$ cat src/rtl/parity_frame_accumulator.sv
// rtl/parity_frame_accumulator.sv - per-lane parity accumulator over framed input words
// Optional feature macro: PARITY_FRAME_CHECK_EN (adds exp_parity / out_err / err_count)
module parity_frame_accumulator #(
  parameter int WIDTH     = 32,
  parameter int LANES     = 4,
  parameter int FRAME_LEN = 16,
  parameter int ODD       = 0
) (
  input  logic                           clk,
  input  logic                           reset,
  input  logic                           in_valid,
  output logic                           in_ready,
  input  logic [WIDTH-1:0]               in_data,
  input  logic                           in_last,
  output logic                           out_valid,
  input  logic                           out_ready,
  output logic [LANES-1:0]               out_parity,
  output logic [$clog2(FRAME_LEN+1)-1:0] out_words
`ifdef PARITY_FRAME_CHECK_EN
  ,
  input  logic [LANES-1:0]               exp_parity,
  output logic                           out_err,
  output logic [7:0]                     err_count
`endif
);

  localparam int LW = WIDTH / LANES;
  localparam int CW = $clog2(FRAME_LEN + 1);

  // Inverting every lane turns the even-parity accumulators into odd parity.
  localparam logic [LANES-1:0] ODD_MASK = (ODD != 0) ? {LANES{1'b1}} : {LANES{1'b0}};
  localparam logic [CW-1:0]    LEN_MAX  = CW'(FRAME_LEN);

  localparam logic [1:0] S_IDLE  = 2'd0;
  localparam logic [1:0] S_ACCUM = 2'd1;
  localparam logic [1:0] S_HOLD  = 2'd2;

  logic [1:0]       r_state;
  logic [LANES-1:0] r_acc;
  logic [CW-1:0]    r_count;
  logic             r_out_valid;
  logic [LANES-1:0] r_out_parity;
  logic [CW-1:0]    r_out_words;

  logic [LANES-1:0] w_lane_par;
  logic [LANES-1:0] w_acc_next;
  logic [CW-1:0]    w_count_inc;
  logic             w_accept;
  logic             w_close;
  logic             w_take;

  // Reduce each lane slice of the incoming word to a single parity bit.
  always_comb begin
    w_lane_par = '0;
    for (int k = 0; k < LANES; k++) begin
      w_lane_par[k] = ^in_data[k*LW +: LW];
    end
  end

  // Handshake qualification and frame-close detection (explicit last or full frame).
  always_comb begin
    in_ready    = !reset && (r_state != S_HOLD);
    w_accept    = in_valid && in_ready;
    w_take      = r_out_valid && out_ready;
    w_acc_next  = r_acc ^ w_lane_par;
    w_count_inc = r_count + CW'(1);
    w_close     = w_accept && (in_last || (w_count_inc == LEN_MAX));
  end

  // Frame state: open on the first word, hold after close, release on result handshake.
  always_ff @(posedge clk) begin
    if (reset) begin
      r_state <= S_IDLE;
    end else begin
      case (r_state)
        S_IDLE, S_ACCUM: begin
          if (w_close) begin
            r_state <= S_HOLD;
          end else if (w_accept) begin
            r_state <= S_ACCUM;
          end
        end
        S_HOLD: begin
          if (w_take) begin
            r_state <= S_IDLE;
          end
        end
        default: r_state <= S_IDLE;
      endcase
    end
  end

  // Lane accumulators and word count; cleared only once the result has been taken.
  always_ff @(posedge clk) begin
    if (reset) begin
      r_acc   <= '0;
      r_count <= '0;
    end else if (w_take) begin
      r_acc   <= '0;
      r_count <= '0;
    end else if (w_accept) begin
      r_acc   <= w_acc_next;
      r_count <= w_count_inc;
    end
  end

  // Result registers: captured with the closing word, frozen until the sink takes them.
  always_ff @(posedge clk) begin
    if (reset) begin
      r_out_valid  <= 1'b0;
      r_out_parity <= '0;
      r_out_words  <= '0;
    end else if (w_close) begin
      r_out_valid  <= 1'b1;
      r_out_parity <= w_acc_next ^ ODD_MASK;
      r_out_words  <= w_count_inc;
    end else if (w_take) begin
      r_out_valid  <= 1'b0;
    end
  end

  assign out_valid  = r_out_valid;
  assign out_parity = r_out_parity;
  assign out_words  = r_out_words;

`ifdef PARITY_FRAME_CHECK_EN
  logic       r_out_err;
  logic [7:0] r_err_count;

  // Compare against the expectation presented with the closing word; count bad frames on handoff.
  always_ff @(posedge clk) begin
    if (reset) begin
      r_out_err   <= 1'b0;
      r_err_count <= '0;
    end else begin
      if (w_close) begin
        r_out_err <= ((w_acc_next ^ ODD_MASK) != exp_parity);
      end
      if (w_take && r_out_err && (r_err_count != 8'hFF)) begin
        r_err_count <= r_err_count + 8'd1;
      end
    end
  end

  assign out_err   = r_out_err;
  assign err_count = r_err_count;
`endif

endmodule

$ cat config.mk
export PLATFORM = sky130hd
export DESIGN_NAME = parity_frame_accumulator
export DESIGN_NICKNAME = d
export VERILOG_FILES = /design/src/rtl/parity_frame_accumulator.sv
export SDC_FILE = /design/constraint.sdc
export NUM_CORES = 1
export LEC_CHECK = 0
export CAP_MARGIN = 20
export CORE_AREA = 5 5 60 62
export CTS_CLUSTER_SIZE = 10
export DETAILED_ROUTE_END_ITERATION = 8
export DIE_AREA = 0 0 65 67
export PLACE_DENSITY_LB_ADDON = 0.3
export SLEW_MARGIN = 20
export SYNTH_ARGS = -nofsm -noshare
export SYNTH_HDL_FRONTEND = slang
export SYNTH_SLANG_ARGS = --single-unit
$ cat constraint.sdc
create_clock -name clk -period 1.9 [get_ports clk]
set_input_delay 0.19 -clock clk [delete_from_list [all_inputs] [get_ports clk]]
set_output_delay 0.19 -clock clk [all_outputs]
set_load 0.03 [all_outputs]
# After elaboration in Yosys (flattened, before gate mapping)

Index checks and enable logic that the tools add are counted.
Widths: inputs -> output; s select.

Word-level logic and storage cells: 35
Output and inout bits: 11
Register bits: 21
Input port bits: 37

Bitwise operators: 1
Equality and inequality tests: 6
Muxes and demuxes: 6
Reductions and logical operators: 15
Add/subtract/negate cells: 1

Operator list:

| kind                | number |
|---|---|
| $reduce_xor 8->1    | 4 |
| $mux 2              | 3 |
| $add 5x1->5 const B | 1 |
| $eq 5x5->1 const B  | 1 |
| $logic_and 1x1->1   | 4 |
| $ne 2x2->1 const B  | 2 |
| $pmux 2 s2          | 1 |
| $reduce_or 2->1     | 2 |
| $xor 4x4->4         | 1 |
| $ne 3x3->1 const B  | 1 |
| $eq 2x1->1 const B  | 1 |
| $eq 2x2->1 const B  | 1 |
| $logic_not 2->1     | 1 |
| $mux 1              | 2 |
| $reduce_and 2->1    | 1 |
| $reduce_bool 2->1   | 1 |
| $logic_not 1->1     | 1 |
| $logic_or 1x1->1    | 1 |

# Longest topological paths before layout

Depth in word-level cells: 6
Depth in mapped cells: 7
Mapped depth without buffers: 6

# Least setup slack after synthesis

OpenSTA, ideal clock, no wires.

Kind: reg2reg
From: reg r_count[0]
To: reg r_out_words[0], in the netlist out_words[0]
Setup slack: 425 ps
Data arrival time: 1396 ps
Required time: 1821 ps
Cell stages (with the launch flop): 7
Setup time: 79 ps
Buffers on the path: 0
Clock period less this slack: 1475 ps
Cell sequence: dfxtp_1 ha_1 nor2_1 o2bb2ai_4 a31oi_4 nor2_4 a211oi_2

Longest elaborated chain between the ends: 4

Ends and longest elaborated chain:

| element                | RTL line | text |
|---|---|---|
| start, declared        | 40       | `logic [CW-1:0] r_count;` |
| start signal, assigned | 103      | `r_count <= w_count_inc;` |
| $add 5x1->5 *          | 66       | `w_count_inc = r_count + CW'(1);` |
| $eq 5x5->1             | 67       | `w_close = w_accept && (in_last \|\| (w_count_inc == LEN_MAX));` |
| $logic_or 1x1->1       | 67       |  |
| $logic_and 1x1->1      | 67       |  |
| end signal, assigned   | 116      | `r_out_words <= w_count_inc;` |
| end, declared          | 43       | `logic [CW-1:0] r_out_words;` |

Every way passes the cells marked *; elsewhere a longest branch is shown, timed or not.
A chain may end at the register's enable or synchronous reset.

# Final worst setup path

From: reg r_count[0]
To: reg r_out_words[3], in the netlist out_words[3]

Same word-level chain as after synthesis.

==> results.py <==
metrics = {
    "run_status": {
        "status": "completed",
    },
    "sta": {
        "min_period_ps": 1760,
        "setup-tns-final_ps": 0,
        "tightest_slew_ps": 446,
        "skew_ps": 10.8,
        "period_share_pct": 92.5,
        "grt_setup_unrepaired": "false",
        "max_freq_mhz": 569,
        "hold_violations": 0,
        "hold_slack_ps": 500,
        "setup_viol": 0,
        "slew_headroom_pct": 70.3,
        "drv_slew": 0,
    },
    "detailed_routing": {
        "detail_route.wirelength_mm": 2.69,
        "highest_layer": "met4",
        "met3_length_um": 178,
        "vias": 1049,
        "dr.pass1.iters": 4,
        "route.detailed.drc": 0,
        "antenna_left": 0,
        "wl_met2_mm": 1.47,
        "met1_length_mm": 1.01,
        "drt_iter0_drc": 17,
        "via_per_inst": 5.00,
        "drt-wirelength-per-cell_um": 12.8,
    },
    "cts": {
        "cts.htree.levels": 1,
        "cts_buffers": 3,
        "holdBufCountCts": 0,
        "ctsResizeCount": 0,
        "cts_setup_buffers": 0,
        "clk_pin_slew_worst_paths_ps": 100,
        "cts-root-buf": "clkbuf_4",
        "clock_latency_ps": 290,
        "clockBufferDepth": 2,
        "cts_tree": "done",
        "cts_num_sinks": 21,
    },
    "worst_setup_path": {
        "critPathRequiredTime_ps": 2110,
        "critical_path.max_fanout": 6,
        "worst_ep_arrival_time_ps": 1970,
        "crit_slowest_cell": "dfxtp_1",
        "worst_setup_path_start_kind": "flip-flop",
        "cp_slowest_stage_delay_ps": 470,
        "worst_setup_path_end_kind": "flip-flop",
        "critPathKind": "reg -> reg",
        "critical_path.cell_chain": "ha_1 > nor2_1 > o2bb2ai_4 > a31oi_4 > nor2_4 > a211oi_2",
    },
    "yosys": {
        "ys_seq_area_share_pct": 34.1,
        "yosys_warnings": 0,
        "synth_seq_cells": 21,
        "syn_nets": 166,
        "ys_types": 28,
        "syn_inst": 127,
        "synth_area_um2": 1230,
        "avgSynthCellArea_um2": 9.71,
    },
    "global_routing": {
        "grt_antenna_before_repair": 0,
        "grt_pass1_vias": 1119,
        "track_usage_pct": 13.1,
        "overflow": 0,
        "grt_pass1_wl_mm": 4.55,
        "grt_max_degree": 12,
    },
    "floorplan": {
        "boundaryPins": 48,
        "start_util_pct": 41.4,
        "die_x_um": 65,
        "rows": 20,
        "die_h_um": 67,
        "dieArea_um2": 4360,
        "core_area_um2": 2980,
    },
    "cells_and_area": {
        "nFillCells": 263,
        "layout_common_cells": "clkdlybuf4s50_1 (46), xnor2_1 (32), dfxtp_1 (21), a21oi_1 (9), nand3_1 (8)",
        "final_common_cell": "clkdlybuf4s50_1",
        "num_antenna_cells": 0,
        "drive_above_1_share_pct": 10.7,
        "fin_nets": 217,
        "area_growth_syn_to_layout_pct": 42.9,
    },
    "hold_path": {
        "hold_class": "reg -> reg",
    },
    "pwr": {
        "ir_worst_vdd_uv": 277,
        "p_leak_nw": 0.582,
        "power_mw": 1.11,
        "p_per_area_nw_per_um2": 628,
    },
    "place": {
        "routabilityCongestion": 0.762,
        "portBuffers": 47,
        "hpwlAfterDp_mm": 2.33,
    },
    "flow_run": {
        "maxCapViolations": 0,
    },
}
==> Yosys cell counts <==
library cell	instances	share of area (%)
ha_1	2	2.0
and3_1	1	0.51
o2bb2ai_4	1	2.2
a31o_4	1	1.4
a31oi_4	1	1.7
o22ai_1	1	0.51
inv_2	1	0.30
o21ai_1	4	1.6
o211ai_1	4	2.4
nor2_1	6	1.8
xnor2_1	32	23
xor2_2	1	1.3
and2_1	1	0.51
xor2_1	6	4.3
nand2_2	1	0.51
a211oi_2	4	4.1
nor4_4	1	1.7
dfxtp_1	21	34
nand2b_1	2	1.0
nor2_4	1	0.91
buf_4	1	0.61
or3_1	1	0.51
nand2_1	7	2.1
nand3_1	8	3.2
buf_6	1	0.91
buf_2	2	0.81
a21oi_1	9	3.7
o21ai_0	6	2.4
==> metal layers <==
metal  vias up  global-route usage [%]
li1        534                       -
met1       481                    13.0
met2        32                    26.7
met3         2                    2.53
met4         0                    4.75
met5         -                       0
==> power by group <==
part / internal, mW / total [mW] / switching, mW
Combinational: 0.219 / 0.399 / 0.180
Sequential: 0.477 / 0.504 / 0.0268
Clock: 0.0815 / 0.203 / 0.122
Total: 0.778 / 1.11 / 0.329
==> stage by stage <==
| step | std cells | worst slack, ps | area [um2] | util (%) |
|---|---|---|---|---|
| 2_1_floorplan | 127 | 425 | 1230 | - |
| 3_3_place_gp | 206 | 266 | 1740 | 58.3 |
| 3_5_place_dp | 206 | 168 | 1740 | 58.3 |
| 4_1_cts | 210 | 140 | 1760 | 59.2 |
| 5_1_grt | 210 | 25.9 | 1760 | 59.2 |
| 6_report | 210 | 143 | 1760 | 59.2 |
==> final timing paths <==
path                            depth (start not counted)  slack, ps           end       start
worst min-delay path                                    2        500      r_acc[1]    r_acc[1]
worst max-delay path                                    6        140  out_words[3]  r_count[0]
worst max register to register                          6        140  out_words[3]  r_count[0]
worst min register to register                          2        500      r_acc[1]    r_acc[1]
==> critical path: cells and delay by family (launching register included) <==
family / cells / cell delay, ps
compound gates: 3 / 680
flops: 1 / 470
fa+ha+maj: 1 / 310
simple gates: 2 / 220
==> area by class of cell <==
class                           count  area [um2]  area share [%]
Tap cell                           33        41.3            2.34
Inverter                            1        3.75           0.213
Timing Repair Buffer               50         490            27.8
Sequential cell                    21         420            23.8
Clock buffer                        4        26.3            1.49
Multi-Input combinational cell    101         781            44.3
==> cells by family (layout without fill, tap and decap cells) <==
logic type / after synthesis / in the layout / synth area share [%]
fa+ha+maj: 2 / 2 / 2.03
xor+xnor: 39 / 39 / 28.3
compound gates: 31 / 31 / 20.1
flops: 21 / 21 / 34.1
buf+inv: 5 / 55 / 2.64
simple gates: 29 / 29 / 12.9
==> sequential cells by signal (all words and copies together) (netlist names) <==
name,count
r_state,2
out_parity,4
out_valid,1
r_count,5
r_acc,4
out_words,5
(Power assumes the default switching activity.)
